--- config.mk ---
export PLATFORM = sky130hd
export DESIGN_NAME = pc_flow_ctrl
export DESIGN_NICKNAME = d
export VERILOG_FILES = /design/src/rtl/constants.sv /design/src/rtl/pc_flow_pkg.sv /design/src/rtl/pc_flow_perf.sv /design/src/rtl/pc_flow_ctrl.sv
export SDC_FILE = /design/constraint.sdc
export NUM_CORES = 1
export LEC_CHECK = 0
export ABC_AREA = 1
export CAP_MARGIN = 20
export CORE_MARGIN = 1.5
export CORE_UTILIZATION = 32
export DETAILED_ROUTE_END_ITERATION = 7
export GPL_ROUTABILITY_DRIVEN = 1
export GPL_TIMING_DRIVEN = 0
export HOLD_SLACK_MARGIN = 0.06
export PLACE_DENSITY_LB_ADDON = 0.1
export SYNTH_ARGS = -nofsm -noshare
export SYNTH_HDL_FRONTEND = slang
export SYNTH_SLANG_ARGS = --single-unit
--- constraint.sdc ---
create_clock -name clk -period 1.8 [get_ports clk]
set_input_delay 0.36 -clock clk [delete_from_list [all_inputs] [get_ports clk]]
set_output_delay 0.36 -clock clk [all_outputs]
set_load 0.02 [all_outputs]
--- src/rtl/constants.sv ---
// Shared fetch-stage constants.
//   PC_IF  : next sequential PC from the fetch incrementer
//   PC_EX  : branch / JAL target computed in EX
//   PC_REG : JALR target (register + offset) from EX
package constants;
  localparam logic [1:0] PC_IF  = 2'd0;
  localparam logic [1:0] PC_EX  = 2'd1;
  localparam logic [1:0] PC_REG = 2'd2;
endpackage

--- src/rtl/pc_flow_pkg.sv ---
// Types and widths shared by the PC sequencing controller and its
// performance counters.
package pc_flow_pkg;
  typedef enum logic [1:0] {
    ST_BOOT = 2'd0,
    ST_RUN  = 2'd1,
    ST_HALT = 2'd2
  } state_e;

  localparam int STALL_CNT_W = 8;
  localparam int PERF_CNT_W  = 32;
endpackage

--- src/rtl/pc_flow_perf.sv ---
// Free-running performance counters for the PC sequencing controller.
// Both counters wrap naturally and clear on synchronous reset.
// Ports:
//   clk, rst          clock and synchronous active-high reset
//   i_stall           count one PC-frozen RUN cycle
//   i_redirect        count one taken redirect
//   o_stall_cycles    accumulated stall cycles
//   o_redirects       accumulated redirects
module pc_flow_perf
  import pc_flow_pkg::*;
(
  input  logic                  clk,
  input  logic                  rst,
  input  logic                  i_stall,
  input  logic                  i_redirect,
  output logic [PERF_CNT_W-1:0] o_stall_cycles,
  output logic [PERF_CNT_W-1:0] o_redirects
);
  logic [PERF_CNT_W-1:0] r_stall_cycles;
  logic [PERF_CNT_W-1:0] r_redirects;

  always_ff @(posedge clk) begin
    if (rst) begin
      r_stall_cycles <= '0;
      r_redirects    <= '0;
    end else begin
      if (i_stall)    r_stall_cycles <= r_stall_cycles + PERF_CNT_W'(1);
      if (i_redirect) r_redirects    <= r_redirects + PERF_CNT_W'(1);
    end
  end

  assign o_stall_cycles = r_stall_cycles;
  assign o_redirects    = r_redirects;
endmodule

--- src/rtl/pc_flow_ctrl.sv ---
// Fetch-stage PC sequencing controller. Each cycle decides whether the PC
// advances, holds or redirects, and generates IF/ID and ID/EX flush/stall
// strobes. Outputs are decoded combinationally from state and inputs.
// Optional build macro: PC_FLOW_CTRL_PERF_EN enables the perf counters;
// when undefined the perf outputs are tied to zero.
// Parameters:
//   BOOT_CYCLES    cycles after reset with PC frozen and pipeline flushed
//   STALL_TIMEOUT  consecutive imem-not-ready cycles before fatal halt (1..255)
// Ports:
//   clk, rst                    clock, synchronous active-high reset
//   branch_taken_ex, jal_ex,
//   jalr_ex, halt_ex            EX-stage resolution
//   load_use                    ID load-use hazard
//   imem_ready                  instruction memory data valid
//   pc_mux, pc_en               PC select code and update enable
//   fetch_valid                 IF/ID receives a valid instruction
//   stall_if_id, flush_if_id,
//   flush_id_ex                 pipeline register control
//   halted, timeout_err         halt status (timeout_err sticky)
//   perf_stall_cycles,
//   perf_redirects              optional performance counters
module pc_flow_ctrl
  import pc_flow_pkg::*;
  import constants::*;
#(
  parameter int unsigned BOOT_CYCLES   = 4,
  parameter int unsigned STALL_TIMEOUT = 255
) (
  input  logic                  clk,
  input  logic                  rst,
  input  logic                  branch_taken_ex,
  input  logic                  jal_ex,
  input  logic                  jalr_ex,
  input  logic                  halt_ex,
  input  logic                  load_use,
  input  logic                  imem_ready,
  output logic [1:0]            pc_mux,
  output logic                  pc_en,
  output logic                  fetch_valid,
  output logic                  stall_if_id,
  output logic                  flush_if_id,
  output logic                  flush_id_ex,
  output logic                  halted,
  output logic                  timeout_err,
  output logic [PERF_CNT_W-1:0] perf_stall_cycles,
  output logic [PERF_CNT_W-1:0] perf_redirects
);
  localparam int BOOT_W = (BOOT_CYCLES > 1) ? $clog2(BOOT_CYCLES) : 1;
  localparam logic [BOOT_W-1:0]      BOOT_LAST   = BOOT_W'(BOOT_CYCLES - 1);
  localparam logic [STALL_CNT_W-1:0] STALL_LIMIT = STALL_CNT_W'(STALL_TIMEOUT);

  state_e                 r_state;
  logic [BOOT_W-1:0]      r_boot_cnt;
  logic [STALL_CNT_W-1:0] r_stall_cnt;
  logic                   r_timeout_err;

  state_e                 w_state_nxt;
  logic [STALL_CNT_W-1:0] w_stall_cnt_nxt;
  logic                   w_timeout_set;
  logic                   w_redirect;

  // NOTE: every signal gets a default before the case so no path leaves one
  // unassigned; otherwise synthesis infers latches.
  always_comb begin
    pc_mux          = PC_IF;
    pc_en           = 1'b0;
    fetch_valid     = 1'b0;
    stall_if_id     = 1'b0;
    flush_if_id     = 1'b0;
    flush_id_ex     = 1'b0;
    halted          = 1'b0;
    w_state_nxt     = r_state;
    w_stall_cnt_nxt = r_stall_cnt;
    w_timeout_set   = 1'b0;
    w_redirect      = 1'b0;

    case (r_state)
      ST_BOOT: begin
        flush_if_id = 1'b1;
        flush_id_ex = 1'b1;
        if (r_boot_cnt == BOOT_LAST) w_state_nxt = ST_RUN;
      end

      ST_RUN: begin
        if (halt_ex) begin
          flush_if_id = 1'b1;
          flush_id_ex = 1'b1;
          w_state_nxt = ST_HALT;
        end else if (jalr_ex || branch_taken_ex || jal_ex) begin
          // A redirect discards any pending stall: the stalled fetch is on
          // the wrong path anyway.
          pc_mux      = jalr_ex ? PC_REG : PC_EX;
          pc_en       = 1'b1;
          flush_if_id = 1'b1;
          flush_id_ex = 1'b1;
          w_redirect  = 1'b1;
        end else if (load_use) begin
          stall_if_id = 1'b1;
          flush_id_ex = 1'b1;
        end else if (!imem_ready) begin
          stall_if_id     = 1'b1;
          w_stall_cnt_nxt = r_stall_cnt + STALL_CNT_W'(1);
          if (w_stall_cnt_nxt == STALL_LIMIT) begin
            w_timeout_set = 1'b1;
            w_state_nxt   = ST_HALT;
          end
        end else begin
          pc_en       = 1'b1;
          fetch_valid = 1'b1;
        end

        if (imem_ready || w_redirect) w_stall_cnt_nxt = '0;
      end

      ST_HALT: begin
        halted      = 1'b1;
        flush_if_id = 1'b1;
        flush_id_ex = 1'b1;
      end

      default: begin
        flush_if_id = 1'b1;
        flush_id_ex = 1'b1;
        w_state_nxt = ST_BOOT;
      end
    endcase
  end

  // NOTE: sequential state uses non-blocking assignments so every flop
  // samples the pre-edge values regardless of statement order.
  always_ff @(posedge clk) begin
    if (rst) begin
      r_state       <= ST_BOOT;
      r_boot_cnt    <= '0;
      r_stall_cnt   <= '0;
      r_timeout_err <= 1'b0;
    end else begin
      r_state     <= w_state_nxt;
      r_stall_cnt <= w_stall_cnt_nxt;
      if (r_state == ST_BOOT) r_boot_cnt <= r_boot_cnt + BOOT_W'(1);
      if (w_timeout_set)      r_timeout_err <= 1'b1;
    end
  end

  assign timeout_err = r_timeout_err;

`ifdef PC_FLOW_CTRL_PERF_EN
  logic w_perf_stall;
  assign w_perf_stall = (r_state == ST_RUN) && !pc_en && !halt_ex;

  pc_flow_perf u_perf (
    .clk            (clk),
    .rst            (rst),
    .i_stall        (w_perf_stall),
    .i_redirect     (w_redirect),
    .o_stall_cycles (perf_stall_cycles),
    .o_redirects    (perf_redirects)
  );
`else
  assign perf_stall_cycles = '0;
  assign perf_redirects    = '0;
`endif
endmodule

==> out/qor.yml <==
status:
  status: "finished clean"
yosys:
  syn_avg_cell_area_um2: 7.01
  ys_ff_latch: 13
  synth_edf_count: 0
  ys_async_sr_fraction_pct: 0
  yosysMostFrequentCell: "buf_4"
  yosysSeqAreaShare_pct: 19.4
  ys_types: 26
  yosys_warnings: 0
  syn-cell-area_mm2: 0.00134
  synth_xor_area_share_pct: 0.654
  yosys_most_used_dff: "dfxtp_1"
  synth_top_family_by_area: "buffers and inverters"
  synth_mux_area_share_pct: 0
  synth_simple_gate_area_share_pct: 25.3
  synth_compound_area_share_pct: 8.88
  synth_fa_ha_area_share_pct: 2.80
  synthCells: 191
  synth_top_area_share_pct: 35.9
  synth_commonest_cells: "buf_4 (64), nand2_1 (29), inv_1 (20)"
  synth_area_leaders: "buf_4 (36%), dfxtp_1 (19%), nand2_1 (8.1%)"
  yosys.area.top_type: "buf_4"
cells_and_area:
  filler_cell_count: 437
  area_delta_synth_final_pct: 39.0
  drive_gt1_share_pct: 35.5
  antenna_cells: 0
  fin_nets: 288
  final_util_pct: 46.5
  fin_cells: 326
clock_tree:
  clk_pin_slew_worst_paths_ps: 60
  clock_path_buffers: 2
  cts_buffers: 3
  clockRootBuffer: "clkbuf_8"
  clk_latency_ps: 250
  cts_tree: "yes"
  clkSinkCount: 13
  cts-htree-levels: 1
  hold_buffers: 0
worst_setup_path:
  slowest_delay_ps: 410
  r2r_slack_ps: 240
  cp_max_fo: 4
  cp-end-kind: "output port"
  rr_endpoint: "r_state[0]$_SDFFE_PP0P_"
  crit_required_ps: 1440
  cp-start-kind: "input port"
  worstRegToRegCells: 10
  slowest_stage: "clkdlybuf4s50_1"
  critPathKind: "input port to output port"
  worstPathArrival_ps: 1390
  r2r_start: "r_stall_cnt[0]$_SDFFE_PP0P_"
  worstPathCellList: "clkdlybuf4s50_1 -> nor2_2 -> nand2_2 -> inv_4 -> nand3_4 -> nor2_4 -> buf_6"
timing:
  max_slew_margin_pct: 65.8
  period_minus_slack_ps: 1750
  worst_pin_slew_ps: 513
  tns_ps: 0
  slew_viol_final: 0
  rsz0062_at_grt: "true"
  hold_violations: 0
  setup_viol: 0
  fmax_mhz: 571
  period_share_pct: 97.3
  clock_skew_ps: 6.15
route:
  vias: 1123
  totalWireLength_mm: 2.42
  met1_length_mm: 1.03
  drcViolationCount: 0
  drtIter0Drc: 14
  wl_met2_mm: 1.01
  route.met3.wl_um: 335
  drtAntennaViolNets: 0
  top_layer: "met4"
  drt-pass1-iter-count: 4
  vias_per_cell: 3.44
  wl_per_cell_um: 7.41
floorplan:
  die_y_um: 67.7
  core_mm2: 0.00400
  num_rows: 23
  initial_core_util_pct: 33.5
  ioPinCount: 81
  die_area_mm2: 0.00458
  die_w_um: 67.7
placed_design:
  numPlacedInstances: 320
  dp_hpwl_mm: 2.01
  routabilityCongestion: 0.742
  port_buffers: 16
pwr:
  irDropWorstVdd_mv: 0.207
  power_mw: 0.947
  power-per-cell-area_mw_per_mm2: 509
  p_leak_nw: 1.04
grt:
  gr-total-overflow: 0
  grt_pass1_wl_mm: 3.64
  grt_pass1_vias: 859
  grtUsageTotal_pct: 10.2
  antenna_found_initial: 0
  grt_max_degree: 11
hold_path:
  worstHoldPathType: "flop to flop"
  hold_depth: 2
  hold_start: "r_stall_cnt[5]$_SDFFE_PP0P_"
  min_to: "r_stall_cnt[5]$_SDFFE_PP0P_"
flow_run:
  maxCapViolCount: 0
## flip-flops by register name, indices dropped and copies added, names as in the netlist
name         count
timeout_err      1
r_boot_cnt       2
r_state          2
r_stall_cnt      8
## worst max-delay path: cells and delay by family
kind	cells	cell delay (ps)
simple gates	4	410
buf+inv	3	620
## worst max-delay path by stage
stage,to,start,cells past startpoint
after floorplan,pc_mux[0],r_state[0]$_SDFFE_PP0P_,6
after global placement,fetch_valid,jal_ex,7
after detailed placement,fetch_valid,jal_ex,7
after CTS,fetch_valid,branch_taken_ex,7
after global routing,fetch_valid,branch_taken_ex,7
final,fetch_valid,branch_taken_ex,7
## cells in the final DEF (no fill, tap or decap)
| master | count |
|---|---|
| inv_4 | 1 |
| o21ai_0 | 1 |
| nand3_1 | 10 |
| nand3_2 | 2 |
| ha_1 | 3 |
| o21a_1 | 2 |
| dfxtp_1 | 12 |
| nand2_2 | 3 |
| dlygate4sd2_1 | 2 |
| a21oi_2 | 1 |
| inv_1 | 19 |
| o21ai_1 | 2 |
| conb_1 | 64 |
| inv_2 | 3 |
| buf_4 | 68 |
| nand3_4 | 1 |
| dlymetal6s2s_1 | 1 |
| clkbuf_1 | 2 |
| nor3_1 | 1 |
| nor2_4 | 2 |
| nand2_1 | 28 |
| clkdlybuf4s50_1 | 6 |
| nor2_2 | 3 |
| o21ai_2 | 2 |
| o21bai_2 | 1 |
| buf_6 | 2 |
| clkbuf_8 | 3 |
| nor2_1 | 11 |
| nand4_1 | 2 |
| dfxtp_2 | 1 |
| nor2_8 | 2 |
| buf_2 | 3 |
| a21oi_1 | 11 |
| xor2_1 | 1 |
## metal layers
layer	vias to the layer above	track usage, %
met5	-	0
met4	0	4.59
met3	5	2.33
met2	57	16.7
met1	429	12.6
li1	632	-
## through the flow
stage	setup WS, ps	hold slack (ps)	instance area [um2]
6_report	48.8	479	1860
5_1_grt	-21.9	507	1860
4_1_cts	-61.7	481	1830
3_5_place_dp	-623	471	1800
3_3_place_gp	-598	463	1800
2_1_floorplan	212	452	1580
## area by class of cell
| class | instances | area, um2 | share of cell area [%] |
|---|---|---|---|
| Multi-Input combinational cell | 153 | 761 | 40.9 |
| Inverter | 23 | 88.8 | 4.77 |
| Tap cell | 50 | 62.6 | 3.36 |
| Sequential cell | 13 | 262 | 14.1 |
| Clock buffer | 4 | 45.0 | 2.42 |
| Timing Repair Buffer | 18 | 158 | 8.47 |
| Buffer | 65 | 484 | 26.0 |
## what timing repair did
action                     CTS  global route
resized for setup           38             9
pin swaps                    1             2
cloned                       0             0
buffers inserted             0             2
setup endpoints to repair    8             6
## report_power, final
group          switching (mW)  internal, mW  total, mW
registers              0.0111         0.305      0.316
clock network           0.113         0.157      0.269
logic                   0.216         0.146      0.362
## logic make-up after synthesis
group | after synthesis
xor+xnor | 1
flops | 13
fa+ha+maj | 3
other cells | 1
compound gates | 20
simple gates | 65
buf+inv | 88
(Power assumes the default switching activity.)
